File: config.mk
export PLATFORM = sky130hd
export DESIGN_NAME = maxterm_sweep_ctrl_flat
export DESIGN_NICKNAME = d
export VERILOG_FILES = /design/src/rtl/maxterm_sweep_ctrl_if.sv /design/src/rtl/maxterm_sweep_ctrl.sv /design/src/flat_wrapper.sv
export SDC_FILE = /design/constraint.sdc
export NUM_CORES = 1
export LEC_CHECK = 0
export CAP_MARGIN = 20
export CORE_MARGIN = 3
export CORE_UTILIZATION = 40
export DETAILED_ROUTE_END_ITERATION = 16
export PLACE_DENSITY = 0.67
export SLEW_MARGIN = 10
export SYNTH_ARGS = -nofsm -noshare
export SYNTH_HDL_FRONTEND = slang
export SYNTH_SLANG_ARGS = --single-unit
export TNS_END_PERCENT = 30
File: constraint.sdc
create_clock -name clock -period 2.5 [get_ports clock]
set_input_delay 0.5 -clock clock [delete_from_list [all_inputs] [get_ports clock]]
set_output_delay 0.5 -clock clock [all_outputs]
set_load 0.02 [all_outputs]
File: src/rtl/maxterm_sweep_ctrl_if.sv
// Bundle between the maxterm sweep controller and the function units plus host control/status.
// The master side is the controller; the slave side is the units/host that feed it.
interface maxterm_sweep_ctrl_if #(
    parameter int N_VARS  = 3,
    parameter int N_FUNCS = 5
);
    localparam int FSEL_W = (N_FUNCS > 1) ? $clog2(N_FUNCS) : 1;
    localparam int CNT_W  = $clog2(N_FUNCS * (2 ** N_VARS) + 1);

    logic                start;
    logic                hold;
    logic [N_VARS-1:0]   vec;
    logic [FSEL_W-1:0]   fsel;
    logic [N_FUNCS-1:0]  s_in;
    logic [N_FUNCS-1:0]  c_in;
    logic                busy;
    logic                done;
    logic                pass;
    logic [CNT_W-1:0]    mismatch_cnt;
    logic [N_FUNCS-1:0]  func_fail;
    logic                fail_valid;
    logic [FSEL_W-1:0]   fail_func;
    logic [N_VARS-1:0]   fail_idx;

    modport master (
        input  start, hold, s_in, c_in,
        output vec, fsel, busy, done, pass, mismatch_cnt,
               func_fail, fail_valid, fail_func, fail_idx
    );

    modport slave (
        output start, hold, s_in, c_in,
        input  vec, fsel, busy, done, pass, mismatch_cnt,
               func_fail, fail_valid, fail_func, fail_idx
    );
endinterface

File: src/rtl/maxterm_sweep_ctrl.sv
// Sweeps every input combination across N_FUNCS shared function units, comparing reduced (s)
// against control (c) outputs and accumulating mismatch count, per-unit fail mask and first failure.
module maxterm_sweep_ctrl #(
    parameter int N_VARS  = 3,
    parameter int N_FUNCS = 5
) (
    input  logic                    clock,
    input  logic                    reset,
    maxterm_sweep_ctrl_if.master    bus
);
    localparam int FSEL_W = (N_FUNCS > 1) ? $clog2(N_FUNCS) : 1;
    localparam int CNT_W  = $clog2(N_FUNCS * (2 ** N_VARS) + 1);

    localparam logic [1:0] ST_IDLE  = 2'd0;
    localparam logic [1:0] ST_SWEEP = 2'd1;
    localparam logic [1:0] ST_DONE  = 2'd2;

    localparam logic [N_VARS-1:0] VEC_LAST  = '1;
    localparam logic [FSEL_W-1:0] FSEL_LAST = FSEL_W'(N_FUNCS - 1);

    logic [1:0]         state_q, state_d;
    logic [N_VARS-1:0]  vec_q, vec_d;
    logic [FSEL_W-1:0]  fsel_q, fsel_d;
    logic [CNT_W-1:0]   cnt_q, cnt_d;
    logic [N_FUNCS-1:0] func_fail_q, func_fail_d;
    logic               fail_valid_q, fail_valid_d;
    logic [FSEL_W-1:0]  fail_func_q, fail_func_d;
    logic [N_VARS-1:0]  fail_idx_q, fail_idx_d;
    logic               pass_q, pass_d;
    logic               mis;

    always_comb begin
        state_d      = state_q;
        vec_d        = vec_q;
        fsel_d       = fsel_q;
        cnt_d        = cnt_q;
        func_fail_d  = func_fail_q;
        fail_valid_d = fail_valid_q;
        fail_func_d  = fail_func_q;
        fail_idx_d   = fail_idx_q;
        pass_d       = pass_q;
        mis          = bus.s_in[fsel_q] ^ bus.c_in[fsel_q];

        case (state_q)
            ST_IDLE: begin
                if (bus.start) begin
                    state_d      = ST_SWEEP;
                    vec_d        = '0;
                    fsel_d       = '0;
                    cnt_d        = '0;
                    func_fail_d  = '0;
                    fail_valid_d = 1'b0;
                    fail_func_d  = '0;
                    fail_idx_d   = '0;
                    pass_d       = 1'b0;
                end
            end

            ST_SWEEP: begin
                if (!bus.hold) begin
                    if (mis) begin
                        cnt_d               = cnt_q + CNT_W'(1);
                        func_fail_d[fsel_q] = 1'b1;
                        if (!fail_valid_q) begin
                            fail_valid_d = 1'b1;
                            fail_func_d  = fsel_q;
                            fail_idx_d   = vec_q;
                        end
                    end
                    // The last vector of the last unit ends the sweep; pass reflects this final compare.
                    if (vec_q == VEC_LAST) begin
                        vec_d = '0;
                        if (fsel_q == FSEL_LAST) begin
                            fsel_d  = '0;
                            state_d = ST_DONE;
                            pass_d  = (cnt_d == '0);
                        end else begin
                            fsel_d = fsel_q + FSEL_W'(1);
                        end
                    end else begin
                        vec_d = vec_q + N_VARS'(1);
                    end
                end
            end

            ST_DONE: begin
                state_d = ST_IDLE;
            end

            default: begin
                state_d = ST_IDLE;
            end
        endcase
    end

    always_ff @(posedge clock) begin
        if (reset) begin
            state_q      <= ST_IDLE;
            vec_q        <= '0;
            fsel_q       <= '0;
            cnt_q        <= '0;
            func_fail_q  <= '0;
            fail_valid_q <= 1'b0;
            fail_func_q  <= '0;
            fail_idx_q   <= '0;
            pass_q       <= 1'b0;
        end else begin
            state_q      <= state_d;
            vec_q        <= vec_d;
            fsel_q       <= fsel_d;
            cnt_q        <= cnt_d;
            func_fail_q  <= func_fail_d;
            fail_valid_q <= fail_valid_d;
            fail_func_q  <= fail_func_d;
            fail_idx_q   <= fail_idx_d;
            pass_q       <= pass_d;
        end
    end

    assign bus.vec          = vec_q;
    assign bus.fsel         = fsel_q;
    assign bus.busy         = (state_q == ST_SWEEP);
    assign bus.done         = (state_q == ST_DONE);
    assign bus.pass         = pass_q;
    assign bus.mismatch_cnt = cnt_q;
    assign bus.func_fail    = func_fail_q;
    assign bus.fail_valid   = fail_valid_q;
    assign bus.fail_func    = fail_func_q;
    assign bus.fail_idx     = fail_idx_q;
endmodule

File: src/flat_wrapper.sv
// flat-port wrapper written by rule: the top's interface ports become plain ports
module maxterm_sweep_ctrl_flat 
#(
    parameter int N_VARS  = 3,
    parameter int N_FUNCS = 5
)
  (clock, reset, bus_start, bus_hold, bus_s_in, bus_c_in, bus_vec, bus_fsel, bus_busy, bus_done, bus_pass, bus_mismatch_cnt, bus_func_fail, bus_fail_valid, bus_fail_func, bus_fail_idx);
  maxterm_sweep_ctrl_if #(.N_VARS(N_VARS), .N_FUNCS(N_FUNCS)) bus_i ();
  input  logic clock;
  input  logic reset;
  input wire logic [$bits(bus_i.start)-1:0] bus_start;
  input wire logic [$bits(bus_i.hold)-1:0] bus_hold;
  input wire logic [$bits(bus_i.s_in)-1:0] bus_s_in;
  input wire logic [$bits(bus_i.c_in)-1:0] bus_c_in;
  output wire logic [$bits(bus_i.vec)-1:0] bus_vec;
  output wire logic [$bits(bus_i.fsel)-1:0] bus_fsel;
  output wire logic [$bits(bus_i.busy)-1:0] bus_busy;
  output wire logic [$bits(bus_i.done)-1:0] bus_done;
  output wire logic [$bits(bus_i.pass)-1:0] bus_pass;
  output wire logic [$bits(bus_i.mismatch_cnt)-1:0] bus_mismatch_cnt;
  output wire logic [$bits(bus_i.func_fail)-1:0] bus_func_fail;
  output wire logic [$bits(bus_i.fail_valid)-1:0] bus_fail_valid;
  output wire logic [$bits(bus_i.fail_func)-1:0] bus_fail_func;
  output wire logic [$bits(bus_i.fail_idx)-1:0] bus_fail_idx;
  assign bus_i.start = bus_start;
  assign bus_i.hold = bus_hold;
  assign bus_i.s_in = bus_s_in;
  assign bus_i.c_in = bus_c_in;
  assign bus_vec = bus_i.vec;
  assign bus_fsel = bus_i.fsel;
  assign bus_busy = bus_i.busy;
  assign bus_done = bus_i.done;
  assign bus_pass = bus_i.pass;
  assign bus_mismatch_cnt = bus_i.mismatch_cnt;
  assign bus_func_fail = bus_i.func_fail;
  assign bus_fail_valid = bus_i.fail_valid;
  assign bus_fail_func = bus_i.fail_func;
  assign bus_fail_idx = bus_i.fail_idx;
  maxterm_sweep_ctrl #(.N_VARS(N_VARS), .N_FUNCS(N_FUNCS)) u_core (.clock(clock), .reset(reset), .bus(bus_i));
endmodule
# Yosys cells after proc, flatten, opt, wreduce, memory -nomap -nowiden
# Cells that the tools add are included.
[word_totals]
ff_bits = 27
latch_bits = 0
ram_bits = 0
rom_bits = 0
in_bits = 14
out_inout_bits = 27
word_cells = 81
mem_count = 0
[op_classes]
addsub = 3
multipliers = 0
div_mod_pow = 0
order_cmp = 2
eq_ne = 10
n_shift = 0
muxes = 45
n_bitwise = 2
reduce_logical = 10
[op_table]
columns = ["op", "count"]
rows = [
  ["two-way mux 3 bit", 12],
  ["two-way mux 6 bit", 5],
  ["case mux 3 bit (2 select lines)", 4],
  ["two-way mux 5 bit", 3],
  ["case mux 6 bit (2 select lines)", 1],
  ["AND reduction 4 bit", 3],
  ["case mux 5 bit (2 select lines)", 1],
  ["AND reduction 5 bit", 2],
  ["two-way mux 1 bit", 9],
  ["two-way mux 2 bit", 4],
  ["adder 3 x 1 -> 3 bit, second input constant", 2],
  ["adder 6 x 1 -> 6 bit, second input constant", 1],
  ["binary-select mux 1 bit (select 3 bit)", 2],
  ["== test 3 bit, second input constant", 2],
  ["zero test 6 bit", 1],
  ["inequality test 2 x 1 -> 1 bit, second input constant", 3],
  ["inequality test 2 bit, second input constant", 3],
  ["bitwise OR 5 bit", 1],
  ["less-than comparator 3 x 4 -> 1 bit, second input constant", 1],
  ["case mux 1 bit (2 select lines)", 2],
  ["case mux 2 bit (2 select lines)", 1],
  ["demux 1 bit (select 3 bit)", 1],
  ["greater-or-equal comparator 3 x 1 -> 1 bit, second input constant", 1],
  ["AND reduction 3 bit", 1],
  ["6 further kinds", 6],
]

# Depth between registers and ports, before layout
[logic_depth]
word_depth = 11
ltp_mapped = 8
mapped_depth_nobuf = 7

# Worst setup path before layout
# OpenSTA, ideal clock, no wires.
[synth_path]
path_type = "register -> register"
startpoint = "reg u_core.fsel_q[0], in the netlist u_core.bus.fsel[0]"
endpoint = "reg u_core.pass_q, in the netlist u_core.bus.pass"
setup_ps = 116
arrival_time_ps = 2102
required_ps = 2384
setup_slack_ps = 282
stages_incl_launch_ff = 7
n_path_buf = 0
synth_period_minus_slack_ps = 2218
cell_sequence = "dfxtp_1 > mux4_1 > a221o_1 > mux2_4 > nand2_4 > o41ai_1 > a41o_1"
[synth_between]
elab_chain_cells = 11
word_cells_on_any_way = 16
cone_classes = "eq/ne: 2; mux: 11; bitwise: 1; reduce/logical: 2"
[synth_rtl]
columns = ["item", "line_no", "source"]
rows = [
  ["start, declared", "maxterm_sweep_ctrl.sv:23", "logic [FSEL_W-1:0] fsel_q, fsel_d;"],
  ["start signal, assigned", "maxterm_sweep_ctrl.sv:110", "fsel_q <= fsel_d;"],
  ["binary-select mux 1 bit (select 3 bit)", "maxterm_sweep_ctrl.sv:42", "mis = bus.s_in[fsel_q] ^ bus.c_in[fsel_q];"],
  ["two-way mux 1 bit (not written as such)", "maxterm_sweep_ctrl.sv:42", ""],
  ["bitwise XOR 1 bit", "maxterm_sweep_ctrl.sv:42", ""],
  ["two-way mux 6 bit", "maxterm_sweep_ctrl.sv:61", "if (mis) begin"],
  ["two-way mux 6 bit", "maxterm_sweep_ctrl.sv:60", "if (!bus.hold) begin"],
  ["two-way mux 6 bit", "maxterm_sweep_ctrl.sv:44", "case (state_q)"],
  ["zero test 6 bit", "maxterm_sweep_ctrl.sv:76", "pass_d = (cnt_d == '0);"],
  ["two-way mux 1 bit", "maxterm_sweep_ctrl.sv:73", "if (fsel_q == FSEL_LAST) begin"],
  ["two-way mux 1 bit", "maxterm_sweep_ctrl.sv:71", "if (vec_q == VEC_LAST) begin"],
  ["two-way mux 1 bit", "maxterm_sweep_ctrl.sv:60", ""],
  ["case mux 1 bit (2 select lines)", "maxterm_sweep_ctrl.sv:44", ""],
  ["end signal, assigned", "maxterm_sweep_ctrl.sv:116", "pass_q <= pass_d;"],
  ["end, declared", "maxterm_sweep_ctrl.sv:29", "logic pass_q, pass_d;"],
]
# Several ways; a longest one is shown, not always the timed one. The select of a mux whose other input is x is not followed.
# A chain may end at the register's enable or synchronous reset.

# Worst setup path after layout
[layout_path]
startpoint = "in bus_c_in[1]"
endpoint = "reg u_core.fail_func_q[0], in the netlist u_core.bus.fail_func[0]"
[layout_between]
elab_chain_cells = 5
[layout_rtl]
columns = ["item", "line_no", "source"]
rows = [
  ["start, declared", "flat_wrapper.sv:14", "input wire logic [$bits(bus_i.c_in)-1:0] bus_c_in;"],
  ["binary-select mux 1 bit (select 3 bit)", "maxterm_sweep_ctrl.sv:42", ""],
  ["two-way mux 1 bit (not written as such)", "maxterm_sweep_ctrl.sv:42", ""],
  ["bitwise XOR 1 bit", "maxterm_sweep_ctrl.sv:42", ""],
  ["inequality test 2 x 1 -> 1 bit (no line)", "n/a", ""],
  ["AND reduction 5 bit (no line)", "n/a", ""],
  ["end signal, assigned", "maxterm_sweep_ctrl.sv:114", "fail_func_q <= fail_func_d;"],
  ["end, declared", "maxterm_sweep_ctrl.sv:27", "logic [FSEL_W-1:0] fail_func_q, fail_func_d;"],
]
# No other way between the ends. The select of a mux whose other input is x is not followed.

==> results.ini <==
[run_status]
status = finished, final reports clean

[route]
totalWireLength_um = 3580
via_count = 1355
drc = 0
ant_nets = 0
wl_per_cell_um = 14.4
drt_iter0_drc = 80
vias_per_cell = 5.44
drt-pass1-iter-count = 4

[cells_and_area]
post-route-util_pct = 57.3
fillCellCount = 325
stdcell_count = 249
drive_gt1_share_pct = 10.3
fin_nets = 223
final_area_sq_um = 1970
antennaDiodeCount = 0
area_delta_synth_final_pct = 34.6
seq_area_sq_um = 541
multiInputGateArea_sq_um = 865

[synth]
synth_cell_types = 51
seq_area_frac_synth_pct = 36.9
synth_nets = 180
synth.most_common_cell = dfxtp_1
synth_area_sq_um = 1470
async_flop_share_pct = 0
yosys.area.top_type = dfxtp_1
ys_ff_latch = 27
syn_avg_cell_area_sq_um = 9.11
synthCells = 161
synth_top_area_share_pct = 36.9
yosysWarningCount = 0
synth_ff_type = dfxtp_1
synthTopCellsByCount = 27 x dfxtp_1, 15 x a21oi_1, 12 x nor2_1
synth.area.top_cells = dfxtp_1 37%, a21oi_1 5.1%, ha_1 4.3%
synth_edf_count = 0

[grt]
grt_max_degree = 17
grt_remaining_overflow = 0
grt_pass1_wl_um = 6130
antenna_found_initial = 0
grt_pass1_vias = 1311
grt.total_usage_pct = 17.6

[cts]
ctsHtreeMaxLevel = 1
cts_sinks = 27
clkLatencyLatePin_ps = 270
cts_buffer_depth = 2
cts_made_buffers = 3
cts_root_buf = clkbuf_8
holdBufCountCts = 0
cts_tree = built
path_clk_slew_ps = 90

[floorplan]
start_util_pct = 42.6
num_rows = 21
ios = 41
die_y_um = 66.5
die_width_um = 66.5
core_sq_um = 3440
dieArea_sq_um = 4430

[placed_design]
dp_hpwl_um = 2710
place_area_sq_um = 1920
place.port_buffers = 40
place_congestion = 0.891
place_inst = 245

[timing]
max_freq_mhz = 415
finalSetupViolCount = 0
tns_ps = 0
drv_slew = 0
rsz0062_at_grt = false
min_period_ps = 2410
min_period_over_period_pct = 96.5
worstMarginPinSlew_ps = 529
timing.hold.ws_ps = 456
max_slew_margin_pct = 64.6
timing_hold_violations_final = 0
skew_ps = 3.70

[power]
p_per_area_nw_per_um2 = 430
p_leak_nw = 0.696
max-vdd-ir-drop_mv = 0.195

[flow_run]
drv_cap = 0

[setup_path]
critical_path_arrival_ps = 2560
startpoint_type = input pin
reg2regPathDepth = 6
critPathMaxFanout = 10
crit_path_end_kind = register
worstSetupPathType = input pin to register
required_ps = 2650

[worst_hold_path]
holdPathStages = 2
hp-class = register to register

[placed cells by master, fill, tap and decap left out, types with 4 or more instances in the layout]
| master | n |
|---|---|
| ha_1 | 5 |
| dfxtp_1 | 27 |
| o21ai_0 | 4 |
| buf_4 | 5 |
| nand2b_1 | 9 |
| clkdlybuf4s50_1 | 40 |
| xnor2_1 | 4 |
| nand3_1 | 6 |
| nand2_1 | 8 |
| nor2_1 | 12 |
| o2bb2ai_1 | 6 |
| inv_1 | 7 |
| a21oi_1 | 14 |
[sequential cells by signal, summed over array words and instances, names as in the netlist]
signal,cells
u_core.state_q,2
u_core.bus.fail_idx,3
u_core.bus.mismatch_cnt,6
u_core.bus.pass,1
u_core.bus.vec,3
u_core.bus.fail_func,3
u_core.bus.fsel,3
u_core.bus.fail_valid,1
u_core.bus.func_fail,5
[stage by stage]
stage	setup WS [ps]	total power [W]
after floorplan	282	0.000552
after global placement	-147	0.000612
after detailed placement	-196	0.000613
after CTS	88.6	0.000856
after global routing	3.91	0.000898
final	88.1	0.000848
[cell type report]
class	instances	share of cell area, %
clock buffer	3	2.09
tap	46	2.92
timing repair buffer	45	22.2
sequential	27	27.4
inverter	7	1.33
multi-input combinational	120	43.8
clock inverter	1	0.254
[power breakdown]
group          internal (W)  leakage [nW]  switching, W
clock              0.000111        0.0255      0.000131
combinational     0.0000744         0.452     0.0000878
sequential         0.000436         0.218    0.00000700
total              0.000622         0.696      0.000226
[layer usage]
layer  global-route usage [%]  vias up  share of wire (%)
met1                     24.0      637                 45
li1                         -      680                  -
met3                     3.37        2                4.2
met5                        0        -                  0
met2                     28.5       36                 51
met4                     4.06        0               0.31
[logic make-up (layout without fill, tap and decap cells)]
logic type / Yosys count / count (layout) / synth area share (%)
AND/OR/NAND/NOR: 60 / 60 / 24.0
AO/OA/AOI/OAI: 43 / 43 / 20.7
flip-flops: 27 / 27 / 36.9
buffers and inverters: 14 / 56 / 4.44
multiplexers: 7 / 7 / 6.74
adder cells (fa/ha/maj): 5 / 5 / 4.27
XOR/XNOR: 5 / 5 / 2.99
[final timing paths]
kind                                         from                                    to  slack [ps]
min          u_core.bus.func_fail[0]$_SDFFE_PP0P_  u_core.bus.func_fail[0]$_SDFFE_PP0P_         460
max reg2reg       u_core.bus.fsel[0]$_SDFFE_PP0P_  u_core.bus.fail_func[0]$_SDFFE_PP0P_         340
min reg2reg  u_core.bus.func_fail[0]$_SDFFE_PP0P_  u_core.bus.func_fail[0]$_SDFFE_PP0P_         460
max                                   bus_c_in[1]  u_core.bus.fail_func[0]$_SDFFE_PP0P_          90
[worst max-delay path, cell delays in order]
cell,delay [ps]
clkdlybuf4s50_1,420
mux4_1,520
a221o_1,360
mux2_4,350
nand3_4,160
nor3_2,90
o2bb2ai_1,160
[what timing repair did]
| action | in CTS | in global routing |
|---|---|---|
| setup endpoints to repair | 0 | 2 |
| endpoints found under the hold margin | 0 | 0 |
| setup buffers | 0 | 0 |
| resized for setup | 0 | 1 |
Power figures use the tool's default switching activity.
